===== src/rtl/video_timing_gen.sv =====
// video_timing_gen: video timing with three presets plus a custom mode, switched only at frame boundaries.
// Defining VIDEO_TIMING_GEN_TPG_EN adds an 8-bar colour test pattern on O_data_r/g/b.
module video_timing_gen #(
    parameter int CNT_W        = 12,
    parameter int FRAME_CNT_W  = 16,
    parameter int DEFAULT_MODE = 2
) (
    input  logic                   I_pxl_clk,
    input  logic                   I_rst_n,
    input  logic [1:0]             I_mode,
    input  logic [CNT_W-1:0]       I_h_total,
    input  logic [CNT_W-1:0]       I_h_sync,
    input  logic [CNT_W-1:0]       I_h_bporch,
    input  logic [CNT_W-1:0]       I_h_res,
    input  logic [CNT_W-1:0]       I_v_total,
    input  logic [CNT_W-1:0]       I_v_sync,
    input  logic [CNT_W-1:0]       I_v_bporch,
    input  logic [CNT_W-1:0]       I_v_res,
    input  logic                   I_hs_pol,
    input  logic                   I_vs_pol,
    output logic                   O_de,
    output logic                   O_hs,
    output logic                   O_vs,
    output logic [CNT_W-1:0]       O_x,
    output logic [CNT_W-1:0]       O_y,
    output logic                   O_line_start,
    output logic                   O_frame_start,
    output logic [FRAME_CNT_W-1:0] O_frame_cnt,
    output logic [1:0]             O_cur_mode,
    output logic                   O_cfg_err,
    output logic [7:0]             O_data_r,
    output logic [7:0]             O_data_g,
    output logic [7:0]             O_data_b
);
    localparam int SW = CNT_W + 2;

    typedef struct packed {
        logic [CNT_W-1:0] h_total, h_sync, h_bporch, h_res;
        logic [CNT_W-1:0] v_total, v_sync, v_bporch, v_res;
        logic             hs_pol, vs_pol;
    } cfg_t;

    function automatic cfg_t mk(input int ht, hs, hb, hr, vt, vs, vb, vr);
        return '{CNT_W'(ht), CNT_W'(hs), CNT_W'(hb), CNT_W'(hr),
                 CNT_W'(vt), CNT_W'(vs), CNT_W'(vb), CNT_W'(vr), 1'b1, 1'b1};
    endfunction

    // Mode 3 has no preset; it falls back to the 1280x720 timing if ever used at reset.
    function automatic cfg_t preset(input logic [1:0] m);
        return m == 2'd0 ? mk(1056, 128, 88, 800, 628, 4, 23, 600)
             : m == 2'd1 ? mk(1344, 136, 160, 1024, 806, 6, 29, 768)
             :             mk(1650, 40, 220, 1280, 750, 5, 20, 720);
    endfunction

    localparam cfg_t RST_CFG = preset(2'(DEFAULT_MODE));

    cfg_t             cfg, req;
    logic [CNT_W-1:0] h_cnt, v_cnt, px, py;
    logic [SW-1:0]    h_need, v_need, h_start, v_start;
    logic             h_end, v_end, boundary, req_ok, h_act, v_act, de;

    assign req = I_mode == 2'd3
               ? {I_h_total, I_h_sync, I_h_bporch, I_h_res,
                  I_v_total, I_v_sync, I_v_bporch, I_v_res, I_hs_pol, I_vs_pol}
               : preset(I_mode);
    assign h_need = SW'(I_h_sync) + SW'(I_h_bporch) + SW'(I_h_res) + SW'(1);
    assign v_need = SW'(I_v_sync) + SW'(I_v_bporch) + SW'(I_v_res) + SW'(1);
    assign req_ok = I_mode != 2'd3 ||
                    (SW'(I_h_total) >= h_need && SW'(I_v_total) >= v_need &&
                     I_h_sync != '0 && I_h_res != '0 && I_v_sync != '0 && I_v_res != '0);

    assign h_end    = h_cnt == cfg.h_total - 1'b1;
    assign v_end    = v_cnt == cfg.v_total - 1'b1;
    assign boundary = h_end && v_end;

    always_ff @(posedge I_pxl_clk or negedge I_rst_n)
        if (!I_rst_n) begin
            h_cnt       <= '0;
            v_cnt       <= '0;
            cfg         <= RST_CFG;
            O_cur_mode  <= 2'(DEFAULT_MODE);
            O_cfg_err   <= 1'b0;
            O_frame_cnt <= '0;
        end else begin
            h_cnt <= h_end ? '0 : h_cnt + 1'b1;
            v_cnt <= !h_end ? v_cnt : v_end ? '0 : v_cnt + 1'b1;
            if (boundary) begin
                O_frame_cnt <= O_frame_cnt + 1'b1;
                O_cfg_err   <= !req_ok;
                if (req_ok) begin
                    cfg        <= req;
                    O_cur_mode <= I_mode;
                end
            end
        end

    assign h_start = SW'(cfg.h_sync) + SW'(cfg.h_bporch);
    assign v_start = SW'(cfg.v_sync) + SW'(cfg.v_bporch);
    assign h_act   = SW'(h_cnt) >= h_start && SW'(h_cnt) < h_start + SW'(cfg.h_res);
    assign v_act   = SW'(v_cnt) >= v_start && SW'(v_cnt) < v_start + SW'(cfg.v_res);
    assign de      = h_act && v_act;
    assign px      = CNT_W'(SW'(h_cnt) - h_start);
    assign py      = CNT_W'(SW'(v_cnt) - v_start);

    always_ff @(posedge I_pxl_clk or negedge I_rst_n)
        if (!I_rst_n) begin
            O_de          <= 1'b0;
            O_hs          <= !RST_CFG.hs_pol;
            O_vs          <= !RST_CFG.vs_pol;
            O_x           <= '0;
            O_y           <= '0;
            O_line_start  <= 1'b0;
            O_frame_start <= 1'b0;
        end else begin
            O_de          <= de;
            O_hs          <= (h_cnt < cfg.h_sync) ~^ cfg.hs_pol;
            O_vs          <= (v_cnt < cfg.v_sync) ~^ cfg.vs_pol;
            O_x           <= de ? px : '0;
            O_y           <= de ? py : '0;
            O_line_start  <= h_cnt == '0;
            O_frame_start <= h_cnt == '0 && v_cnt == '0;
        end

`ifdef VIDEO_TIMING_GEN_TPG_EN
    logic [CNT_W-1:0] bar_w;
    logic [2:0]       bar;

    assign bar_w = cfg.h_res >> 3;

    // Bar index = count of bar edges already passed; saturates at 7 so the remainder joins the last bar.
    always_comb begin
        bar = '0;
        for (int k = 1; k < 8; k++)
            bar = bar + {2'b0, SW'(px) >= SW'(k) * SW'(bar_w)};
    end

    always_ff @(posedge I_pxl_clk or negedge I_rst_n)
        if (!I_rst_n) begin
            O_data_r <= '0;
            O_data_g <= '0;
            O_data_b <= '0;
        end else begin
            O_data_r <= {8{de && !bar[1]}};
            O_data_g <= {8{de && !bar[2]}};
            O_data_b <= {8{de && !bar[0]}};
        end
`else
    assign O_data_r = '0;
    assign O_data_g = '0;
    assign O_data_b = '0;
`endif
endmodule


===== config.mk =====
export PLATFORM = sky130hd
export DESIGN_NAME = video_timing_gen
export DESIGN_NICKNAME = d
export VERILOG_FILES = /design/src/rtl/video_timing_gen.sv
export SDC_FILE = /design/constraint.sdc
export NUM_CORES = 1
export LEC_CHECK = 0
export ABC_AREA = 1
export CAP_MARGIN = 20
export CORE_AREA = 10 10 142 197
export DETAILED_ROUTE_END_ITERATION = 8
export DIE_AREA = 0 0 152 207
export GPL_TIMING_DRIVEN = 0
export PLACE_DENSITY_LB_ADDON = 0.2
export SYNTH_ARGS = -nofsm -noshare
export SYNTH_HDL_FRONTEND = slang
export SYNTH_SLANG_ARGS = --single-unit

===== constraint.sdc =====
create_clock -name I_pxl_clk -period 9.74 [get_ports I_pxl_clk]
set_input_delay 1.948 -clock I_pxl_clk [delete_from_list [all_inputs] [get_ports I_pxl_clk]]
set_output_delay 1.948 -clock I_pxl_clk [all_outputs]
set_load 0.02 [all_outputs]

==> results.yml, run 1 <==
placed_design:
  detailedPlace.worstSlack_ns: 3.26
  gp_congestion: 0.962
  portBuffers: 149
  place.detailed.hpwl_mm: 36.3
floorplanning:
  dieHeight_um: 207
  die_area_um2: 31500
  rows: 68
  floorplan.initialDensity: 0.622
  die_extent_in_x_um: 152
  placeableCoreArea_um2: 24300
  io_pins: 174
route:
  wl_mm: 44.1
  ant_nets: 0
  drtPass1Iterations: 6
  detail_route.wl_per_cell_um: 17.1
  num_vias: 14200
  drt-initial-drc-count: 957
  avgViaCountPerCell: 5.53
  drcViolationCount: 0
synth:
  netlist.area_leader.share: 0.227
  synthesis.area_um2: 15100
  async_reset_ff_frac: 1.00
  synth-edff-count: 0
  synth-seq-area-share: 0.284
  post_synth_top_area_cell: "dfrtp_1"
  synthDistinctLibCells: 42
  synthesized_netlist_cell_count: 2056
  ys_warnings: 0
  synth-main-ff-cell: "dfrtp_1"
  ys_seq_elements: 170
  synth.area.top_cells: "dfrtp_1, ha_1, nand2_1, nand3_1, inv_1"
  avgSynthCellArea_um2: 7.36
status:
  run_status: "finished, final reports clean"
critical_path:
  worstReg2RegStart: "cfg[14]"
  startpoint_class: "input port"
  endpoint_kind: "register"
  crit_arrival_ns: 6.62
  crit_path_start: "I_h_bporch[2]"
  critPathKind: "input port to register"
  required_ns: 10.12
  critPathMaxStageDelay_ns: 0.55
  crit_fanout: 10
  worst_path_most_repeated_cell: "nand2_1"
  worst_path_max_delay_cell: "clkdlybuf4s50_1"
pwr:
  power_per_cell_area_nw_per_um2: 105
  internal-power_uw: 1290
  power_switching_uw: 565
  worst_ir_drop_vdd_uv: 132
  pwr-share-comb: 0.233
  power.leakage_uw: 0.00923
  netSwitchingFraction: 0.304
  seqPwrFrac: 0.380
  power_frac_clock: 0.387
global_route:
  first_global_vias: 14600
  global_route.overflow_total: 0
  grt_pass1_wl_mm: 72.6
  grt_start_max_net_pins: 112
  grt_util_all_layers: 0.277
  grt_antenna_before_repair: 0
sta:
  timing.final.ws_setup_ns: 3.50
  clock-skew-final_ns: 0.0179
  worst_pin_slew_ns: 0.803
  grt_setup_unrepaired: "false"
  timing_max_transition_violations_final: 0
  finalCriticalPeriod_ns: 6.24
  timing_hold_violations_final: 0
  setup-tns-final_ns: 0
  finalCritPeriodShare: 0.640
  slew_headroom: 0.459
  fmax_mhz: 160
  finalSetupViolations: 0
layout:
  layout-drive-gt1-share: 0.0624
  syn2layout_area_growth_pct: 17.2
  antenna-diode-count: 0
  filler_cells_inserted: 2022
  final_nets: 2553
clock_network:
  postCtsHoldBufs: 0
  htreeDepth: 4
  cts_setup_buffers: 0
  max-clock-path-buffers: 2
  ctsResizeCount: 0
  clock_insertion_delay_worst_skew_ns: 0.45
  clk_pin_slew_ns: 0.07
  cts_made_buffers: 17
  cts-root-buf: "clkbuf_16"
  cts_tree: "yes"
  clock_sinks: 170
worst_hold_path:
  min-delay-start: "O_cur_mode[1]"
  worst_hold_path_type: "register to register"
job:
  max_cap_violations: 0
## sequential cells by signal (all words and copies together) (netlist names), 2 cells and up
name and cells:
O_x 12, cfg 98, O_cur_mode 2, O_frame_cnt 16, h_cnt 12, v_cnt 12
O_y 12
## layout make-up
type,instances,area [um2],share of cell area
multi-input cells,1571,9470,0.534
flip-flops and latches,170,4300,0.242
repair buffers,150,1520,0.0859
inverters,262,983,0.0554
plain buffers,76,472,0.0266
clock buffers,20,437,0.0246
well taps,315,394,0.0222
clock inverters,12,165,0.00931
## power groups by stage
stage	clock (uW)	combinational, uW	sequential [uW]
finish	720	433	706
global route	755	488	706
CTS	720	429	706
detailed placement	0	427	719
global placement	0	415	720
floorplan	0	277	720
## kinds of logic after synthesis
family,synth area share
fa+ha+maj,0.183
other cells,0.000248
buf+inv,0.0962
xor+xnor,0.0802
compound gates,0.0849
simple gates,0.272
flops,0.284
## path summary, 6_finish.rpt
path / end / slack [ns] / depth (start not counted)
setup reg to reg: O_x[10] / 4.64 / 24
setup / recovery: cfg[52] / 3.50 / 25
max in group asynchronous: O_frame_cnt[15] / 7.41 / 2
hold / removal: O_cur_mode[1] / 0.46 / 2
hold reg to reg: O_cur_mode[1] / 0.46 / 2
min in group asynchronous: O_x[4] / 1.42 / 1
## cell usage after synthesis (3+ instances only)
library cell  count
nor3_1           31
fa_1             30
a31oi_1           6
a21o_1            8
buf_6             8
nand3b_1          4
a21boi_0          8
o21a_1            6
nand3_1         194
or2_2            11
a21oi_1         115
ha_1            173
nor4_1            7
inv_1           258
buf_2            26
xor2_1           93
o31ai_1           5
dfrtp_1         137
buf_4            25
o211ai_1          7
nand2_1         501
clkbuf_1         16
o21bai_1          6
a211oi_1          5
nor2_1          191
nand4_1          24
dfstp_2          33
o21ai_0          65
nor3b_1           3
xnor2_1          43
## critical path, delay by kind of cell
kind	cells	cell delay [ns]
AO/OA/AOI/OAI	7	1.09
AND/OR/NAND/NOR	9	0.89
adder cells (fa/ha/maj)	3	1.14
XOR/XNOR	1	0.18
buffers and inverters	5	1.36
## routing by layer
layer | wire length, um | track usage | share of wire
met1 | 17900 | 0.325 | 0.41
met3 | 3210 | 0.0609 | 0.073
met5 | 0 | 0 | 0
met4 | 1970 | 0.131 | 0.045
met2 | 21100 | 0.469 | 0.48
## stage by stage
stage	hold slack (ns)	area, um2	total power, uW	instances	utilization
5_1_grt	0.479	17700	1950	2576	0.729
3_3_place_gp	0.453	17100	1130	2543	0.703
6_report	0.460	17700	1860	2576	0.729
2_1_floorplan	0.443	15200	996	2079	-
4_1_cts	0.465	17700	1860	2576	0.729
3_5_place_dp	0.455	17100	1150	2544	0.704
## cell usage in the layout, fill, tap and decap left out, drive strengths merged, types with 2 or more instances in the layout
cell type / count
nand4: 24
clkdlybuf4s50: 148
o21ai: 65
nor3: 33
xnor2: 43
a31oi: 6
a21oi: 115
o21bai: 6
inv: 265
dfrtp: 137
nand3: 194
nand2: 503
o31ai: 5
a211oi: 5
o211ai: 7
o21a: 6
nor3b: 3
or2: 13
bufinv: 3
nand3b: 4
dfstp: 33
fa: 30
a21boi: 8
clkinv: 4
buf: 62
ha: 173
conb: 24
a21o: 8
clkbuf: 36
nor4: 7
xor2: 93
nor2: 192
clkinvlp: 2
Power figures use the tool's default switching activity.
==> run 2, diff against run 1 <==
- CORE_AREA: 10 10 142 197 -> 10 10 154 213
- DIE_AREA: 0 0 152 207 -> 0 0 164 223
- clock period: 9.74 -> 5.32 ns (I/O delays scaled with it)
==> run 2 against run 1 <==
  * Hold slack better by 0.0075 ns
  * Cell count grew 2.5%
  * Power up 87%
  * Final area is 0.82% higher
  * Clock-buffer cell count decreased by 1
  * Non-clock buffer count unchanged
  * Setup slack got worse by 3.2 ns
  * Via count down 3.2%
  * Sequential power increased by 83%
  * First-iteration DRC count down 22%
  * Largest cell class unchanged
==> results.yml, run 2 (same netlist as run 1, synthesis figures left out) <==
status:
  run_status: "finished, final reports clean"
critical_path:
  endpoint_kind: "register"
  critPathMaxStageDelay_ns: 0.54
  crit_arrival_ns: 5.38
  crit_fanout: 10
  required_ns: 5.71
  worst_path_most_repeated_cell: "nand2_1"
  worst_path_max_delay_cell: "clkdlybuf4s50_1"
  critPathKind: "input port to register"
  startpoint_class: "input port"
route:
  detail_route.wl_per_cell_um: 16.2
  ant_nets: 0
  drt-initial-drc-count: 751
  drcViolationCount: 0
  avgViaCountPerCell: 5.22
  num_vias: 13800
  drtPass1Iterations: 7
  wl_mm: 42.8
placed_design:
  portBuffers: 149
  place.detailed.hpwl_mm: 35.7
  detailedPlace.worstSlack_ns: -0.230
  gp_congestion: 0.965
  post_dp_cell_area_um2: 17200
clock_network:
  cts_tree: "yes"
  max-clock-path-buffers: 2
  clock_sinks: 170
  postCtsHoldBufs: 0
  clock_insertion_delay_worst_skew_ns: 0.46
  cts_setup_buffers: 0
  htreeDepth: 4
  cts-root-buf: "clkbuf_16"
  cts_made_buffers: 17
  ctsResizeCount: 0
  clk_pin_slew_ns: 0.07
pwr:
  power_frac_clock: 0.406
  seqPwrFrac: 0.371
  internal-power_uw: 2470
  power_per_cell_area_nw_per_um2: 195
  pwr-share-comb: 0.222
  power.leakage_uw: 0.00927
  netSwitchingFraction: 0.291
  power_switching_uw: 1010
  worst_ir_drop_vdd_uv: 235
  p_total_uw: 3480
layout:
  top_reg_by_flops: "cfg"
  filler_cells_inserted: 2643
  largest_reg_flops: 98
  final_core_util: 0.619
  antenna-diode-count: 0
  syn2layout_area_growth_pct: 18.2
  most-common-layout-cells: "nand2_1, inv_1, nand3_1"
  final_nets: 2553
  mostFrequentLayoutCell: "nand2_1"
  top_regs: "cfg x98, O_frame_cnt x16"
  final_std_cell_area_no_fill_um2: 17900
  layout-drive-gt1-share: 0.0650
floorplanning:
  die_extent_in_x_um: 164
  rows: 74
  io_pins: 174
  die_area_um2: 36600
  floorplan.initialDensity: 0.524
  dieHeight_um: 223
  placeableCoreArea_um2: 28900
sta:
  timing.final.ws_setup_ns: 0.327
  timing_max_transition_violations_final: 0
  fmax_mhz: 200
  grt_setup_unrepaired: "false"
  finalCriticalPeriod_ns: 4.99
  worst_pin_slew_ns: 0.768
  timing_hold_violations_final: 0
  setup-tns-final_ns: 0
  finalCritPeriodShare: 0.939
  finalSetupViolations: 0
  clock-skew-final_ns: 0.0143
  slew_headroom: 0.483
worst_hold_path:
  worst_hold_path_type: "register to register"
global_route:
  grt_antenna_before_repair: 0
  first_global_vias: 13800
  grt_start_max_net_pins: 110
  grt_util_all_layers: 0.237
  global_route.overflow_total: 0
  grt_pass1_wl_mm: 69.0
job:
  max_cap_violations: 0
[run 2: cell types whose count changed in the layout (fill, tap and decap cells not counted)]
cell        delta
clkbuf_2       +3
clkbuf_1       -5
clkinvlp_4     -1
bufinv_16      +2
nand3_1        -1
clkinv_4       +1
inv_6          -2
nand3_2        +1
clkbuf_8       +1
clkinv_2       +1
[run 2: worst paths after layout]
kind	startpoint	end	slack, ns	depth (start not counted)
max	I_h_bporch[2]	O_cur_mode[1]	0.33	25
min	cfg[58]	cfg[58]	0.47	2
max reg2reg	cfg[64]	O_y[0]	0.59	26
min reg2reg	cfg[58]	cfg[58]	0.47	2
max in group asynchronous	I_rst_n	cfg[16]	3.87	2
min in group asynchronous	I_rst_n	cfg[52]	0.55	1
[run 2: critical path: cells and delay by family]
family | cells | cell delay, ns
xor gates and xnor gates | 1 | 0.24
and+or+nand+nor | 10 | 0.95
buffers and inverters | 4 | 0.94
AOI/OAI and AO/OA | 7 | 1.04
adders and majority gates | 3 | 1.12
[run 2: area by class of cell]
cell class	instances	area (um2)	share of cell area
Multi-Input combinational cell	1571	9470	0.530
Buffer	76	475	0.0266
Inverter	262	983	0.0550
Clock inverter	13	214	0.0120
Tap cell	380	475	0.0266
Sequential cell	170	4300	0.240
Timing Repair Buffer	150	1520	0.0852
Clock buffer	19	443	0.0248
[run 2: metrics by stage]
stage	cells	hold slack, ns
6_report	2641	0.468
4_1_cts	2641	0.467
3_5_place_dp	2609	0.456
2_1_floorplan	2079	0.443
5_1_grt	2641	0.474
3_3_place_gp	2608	0.455
[run 2: layer usage]
layer	track usage	part of all wire	vias to the layer above
met1	0.290	0.43	6250
met5	0	0	-
met4	0.103	0.042	0
met3	0.0498	0.061	99
li1	-	-	7006
met2	0.393	0.47	425
[run 2: power groups by stage]
| stage | sequential, uW | clock (uW) | combinational, uW |
|---|---|---|---|
| detailed placement | 1320 | 0 | 769 |
| finish | 1290 | 1410 | 775 |
| global route | 1290 | 1490 | 883 |
| floorplan | 1320 | 0 | 507 |
| global placement | 1320 | 0 | 747 |
| CTS | 1290 | 1430 | 774 |
